`config.mk`:
```
export PLATFORM = sky130hd
export DESIGN_NAME = aes_round_ctrl
export DESIGN_NICKNAME = d
export VERILOG_FILES = /design/src/rtl/aes_ctrl_pkg.sv /design/src/rtl/aes_round_ctrl.sv
export SDC_FILE = /design/constraint.sdc
export NUM_CORES = 1
export LEC_CHECK = 0
export BUFFER_PORTS_ARGS = -buffer_cell sky130_fd_sc_hd__buf_4
export CAP_MARGIN = 5
export CORE_MARGIN = 5
export CORE_UTILIZATION = 24
export DETAILED_ROUTE_END_ITERATION = 16
export GPL_ROUTABILITY_DRIVEN = 0
export GPL_TIMING_DRIVEN = 0
export PLACE_DENSITY = 0.5
export RECOVER_POWER = 25
export SYNTH_ARGS = -nofsm -noshare
export SYNTH_HDL_FRONTEND = slang
export SYNTH_SLANG_ARGS = --single-unit
```
`constraint.sdc`:
```
create_clock -name clk -period 4.5 [get_ports clk]
set_clock_uncertainty 0.05 [all_clocks]
set_input_delay 0.9 -clock clk [delete_from_list [all_inputs] [get_ports clk]]
set_output_delay 0.9 -clock clk [all_outputs]
set_load 0.05 [all_outputs]
```
`src/rtl/aes_ctrl_pkg.sv`:
```
// Shared types and defaults for the AES-128 round sequencer.
package aes_ctrl_pkg;
  localparam int AES128_NUM_ROUNDS = 10;
  localparam int AES_STAGE_LAT     = 3;
  localparam int ROUND_IDX_W       = 4;

  typedef enum logic [2:0] {
    IDLE,
    LOAD,
    WAIT_KEY,
    ROUND,
    DONE
  } aes_ctrl_state_t;
endpackage

```
`src/rtl/aes_round_ctrl.sv`:
```
// Round sequencer for the iterative AES-128 core: walks the datapath through
// the initial key add plus NUM_ROUNDS rounds, fetching one round key per round,
// and hands the finished block out over a valid/ready handshake. Control only.
module aes_round_ctrl
  import aes_ctrl_pkg::*;
#(
  parameter int NUM_ROUNDS = AES128_NUM_ROUNDS,
  parameter int STAGE_LAT  = AES_STAGE_LAT
) (
  input  logic                   clk,
  input  logic                   rst_n,
  input  logic                   start_valid,
  output logic                   start_ready,
  input  logic                   abort,
  output logic                   key_req,
  input  logic                   key_ack,
  output logic                   load_sel,
  output logic                   state_en,
  output logic                   skip_mix,
  output logic [ROUND_IDX_W-1:0] round_idx,
  output logic                   busy,
  output logic                   out_valid,
  input  logic                   out_ready
);

  localparam logic [ROUND_IDX_W-1:0] LAST_ROUND = ROUND_IDX_W'(NUM_ROUNDS);
  localparam logic [ROUND_IDX_W-1:0] LAST_STAGE = ROUND_IDX_W'(STAGE_LAT - 1);

  aes_ctrl_state_t        state_q, state_d;
  logic [ROUND_IDX_W-1:0] round_q, round_d;
  logic [ROUND_IDX_W-1:0] stage_q, stage_d;
  logic                   last_stage;
  logic                   final_round;

  assign last_stage  = (stage_q == LAST_STAGE);
  assign final_round = (round_q == LAST_ROUND);

  // State, round index and stage counter registers.
  always_ff @(posedge clk or negedge rst_n) begin
    if (!rst_n) begin
      state_q <= IDLE;
      round_q <= '0;
      stage_q <= '0;
    end else begin
      state_q <= state_d;
      round_q <= round_d;
      stage_q <= stage_d;
    end
  end

  // Next-state logic; abort overrides every transition, including a start in IDLE.
  always_comb begin
    state_d = state_q;
    round_d = round_q;
    stage_d = stage_q;
    case (state_q)
      IDLE: begin
        round_d = '0;
        stage_d = '0;
        if (start_valid) state_d = LOAD;
      end
      LOAD: state_d = WAIT_KEY;
      WAIT_KEY: begin
        // round_idx advances only once the next key is actually present
        if (key_ack) begin
          state_d = ROUND;
          round_d = round_q + 1'b1;
          stage_d = '0;
        end
      end
      ROUND: begin
        if (last_stage) begin
          stage_d = '0;
          state_d = final_round ? DONE : WAIT_KEY;
        end else begin
          stage_d = stage_q + 1'b1;
        end
      end
      DONE: begin
        if (out_ready) begin
          state_d = IDLE;
          round_d = '0;
        end
      end
      default: begin
        state_d = IDLE;
        round_d = '0;
        stage_d = '0;
      end
    endcase
    if (abort) begin
      state_d = IDLE;
      round_d = '0;
      stage_d = '0;
    end
  end

  // Moore output decode from state register and stage counter.
  always_comb begin
    start_ready = 1'b0;
    key_req     = 1'b0;
    load_sel    = 1'b0;
    state_en    = 1'b0;
    skip_mix    = 1'b0;
    busy        = 1'b1;
    out_valid   = 1'b0;
    case (state_q)
      IDLE: begin
        start_ready = 1'b1;
        busy        = 1'b0;
      end
      LOAD: begin
        load_sel = 1'b1;
        state_en = 1'b1;
        key_req  = 1'b1;
      end
      ROUND: begin
        skip_mix = final_round;
        if (last_stage) begin
          state_en = 1'b1;
          key_req  = !final_round;
        end
      end
      DONE:    out_valid = 1'b1;
      default: ;
    endcase
  end

  assign round_idx = round_q;

endmodule

```
==> results.py <==
metrics = {
    "grt": {
        "grt_pass1_vias": 616,
        "antenna_found_initial": 0,
        "track_usage_pct": 8.34,
        "overflow": 0,
        "grt_pass1_wl_mm": 2.86,
        "grt_max_degree": 12,
    },
    "critical_path": {
        "cp-start-kind": "register",
        "cp_max_fo": 5,
        "reg2reg_slack_ns": 2.84,
        "critPathCaptureType": "primary output",
        "crit_type": "register to primary output",
        "r2r_start": "stage_q[0]",
        "reg2reg_to": "state_q[0]",
        "reg2regPathDepth": 6,
        "cp.required_ns": 3.55,
        "critPathArrivalTime_ns": 1.84,
    },
    "logic_synthesis": {
        "synth.avg_cell_area_um2": 11.1,
        "synth_top_area_share_pct": 34.4,
        "synthCells": 72,
        "seq_area_frac_synth_pct": 34.4,
        "syn_nets": 82,
        "synth_warnings": 0,
        "synthDistinctLibCells": 37,
        "ys_seq_elements": 11,
        "netlist_top_cells_area": "dfrtp_1 34%, ha_1 6.3%, o2bb2ai_1 4.4%",
        "yosys.area.top_type": "dfrtp_1",
        "syn_area_um2": 800,
    },
    "layout": {
        "postLayoutCoreUtil_pct": 30.4,
        "final_common_cell": "buf_4",
        "diodes": 0,
        "nets": 103,
        "mostFrequentLayoutCells": "16 x buf_4, 11 x dfrtp_1, 7 x nor2_1",
        "syn_to_final_growth_pct": 25.0,
        "drive_gt1_share_pct": 37.0,
    },
    "cts": {
        "cts_max_path_buffers": 2,
        "cts_resized": 0,
        "cts_root_buf": "clkbuf_4",
        "cts_buffers": 3,
        "clk_latency_ns": 0.27,
        "clk_pin_slew_ns": 0.07,
        "cts_sinks": 11,
        "cts_tree": "done",
        "cts_max_level": 1,
        "hold_buffers": 0,
        "postCtsSetupBuffers": 0,
    },
    "place": {
        "dp_slack_ns": 1.99,
        "port_buffers": 16,
        "hpwlAfterDp_mm": 1.33,
    },
    "pwr": {
        "leakage_uw": 0.000453,
        "power.total_uw": 354,
        "cellPowerDensity_mw_per_mm2": 354,
        "ir_worst_vdd_mv": 0.0694,
    },
    "sta": {
        "hold_viol": 0,
        "relSlewSlack_pct": 57.9,
        "fmax_mhz": 358,
        "tightest_slew_ns": 0.632,
        "worst_slack_ns": 1.71,
        "timing.hold.ws_ns": 0.485,
        "final-max-slew-violation-count": 0,
        "rsz0062_at_grt": "false",
        "setup_violations": 0,
        "fin_crit_sh_pct": 62.0,
        "final.min_clock_period_ns": 2.79,
        "fin_setup_tns_ns": 0,
    },
    "die": {
        "die_area_mm2": 0.00459,
        "dieWidth_um": 67.7,
        "design.core.area_mm2": 0.00328,
        "die_y_um": 67.7,
        "ios": 17,
        "start_util_pct": 24.3,
        "rows": 21,
    },
    "status": {
        "status": "completed",
    },
    "hold_path": {
        "worstHoldStart": "stage_q[3]",
        "hold_path_end": "stage_q[3]",
        "min_path_type": "register to register",
        "hold_path_depth": 1,
    },
    "detailed_routing": {
        "drt_iter0_markers": 16,
        "via_per_inst": 4.38,
        "firstDrtPassIters": 4,
        "drc_errors": 0,
        "postRouteAntennaNets": 0,
        "wl_per_cell_um": 12.6,
        "vias": 605,
        "drt_wl_total_mm": 1.74,
    },
    "flow_run": {
        "drv_cap": 0,
    },
}
[synthesized netlist by cell type]
master and instances:
inv_1 3, nand3_1 2, mux2_1 1, o41ai_2 2, dfrtp_1 11, nor3b_1 2
a21oi_1 2, o21ai_4 1, nor3b_4 1, nor2_1 7, nor3_1 2, buf_6 2
xnor2_1 1, or3_4 1, o21ai_2 1, a21o_1 2, o32a_1 1, nand2b_1 2
o221ai_1 1, buf_4 1, nand4b_1 1, buf_2 1, or3b_4 1, xor2_1 1
o311ai_4 1, nand3_4 1, ha_1 4, nor3b_2 2, a22oi_1 1, o22ai_1 1
o2bb2ai_2 1, nand3b_1 1, o2bb2ai_1 4, or3_1 1, and2_1 1, mux2i_1 1
nand2_1 3
[logic make-up (layout without fill, tap and decap cells)]
group / after synthesis / count (layout) / synth area share, %
and+or+nand+nor: 28 / 28 / 24.7
AOI/OAI and AO/OA: 18 / 18 / 23.9
DFF: 11 / 11 / 34.4
buffers and inverters: 7 / 27 / 5.79
adders and majority gates: 4 / 4 / 6.26
xor gates and xnor gates: 2 / 2 / 2.19
muxes: 2 / 2 / 2.66
[power by group]
part	leakage [uW]	switching, uW	total (uW)	internal (uW)
logic	0.000286	113	174	61.0
registers	0.000151	4.41	109	105
clock network	0.0000150	36.0	70.3	34.3
total	0.000453	153	354	200
[flip-flops by register name (all words and copies together) (netlist names)]
register   count
round_idx      4
state_q        3
stage_q        4
[worst max-delay path by stage]
| stage | slack [ns] | end | cells after the start | start |
|---|---|---|---|---|
| floorplan | 1.21 | key_req | 5 | stage_q[0] |
| global placement | 1.97 | key_req | 6 | stage_q[0] |
| detailed placement | 1.99 | key_req | 6 | stage_q[0] |
| CTS | 1.68 | key_req | 6 | stage_q[0] |
| global route | 1.58 | key_req | 6 | stage_q[0] |
| finish | 1.71 | key_req | 6 | stage_q[0] |
[final cells by class]
type | count | area [um2]
Sequential cell | 11 | 275
Clock buffer | 4 | 26.3
Fill cell | 345 | 2280
Timing Repair Buffer | 16 | 116
Tap cell | 46 | 57.6
Multi-Input combinational cell | 54 | 478
Buffer | 4 | 35.0
Inverter | 3 | 11.3
[metrics by stage]
step	area [um2]	std cells
after floorplan	800	72
after global placement	977	134
after detailed placement	977	134
after CTS	1000	138
after global routing	1000	138
final	1000	138
[layer usage]
layer  GRT usage, %  vias to the layer above  wire length, um
li1               -                      308                -
met1           9.66                      280              781
met2           14.6                       13              836
met3           1.16                        4               80
met4           4.56                        0               38
met5              0                        -                0
[critical path, stage by stage (launching register included)]
cell	delay (ns)
dfrtp_1	0.42
inv_1	0.07
ha_1	0.13
or3b_4	0.40
a21oi_1	0.21
and2_1	0.16
buf_4	0.19
Note: power is estimated with default switching activity, not from simulation.
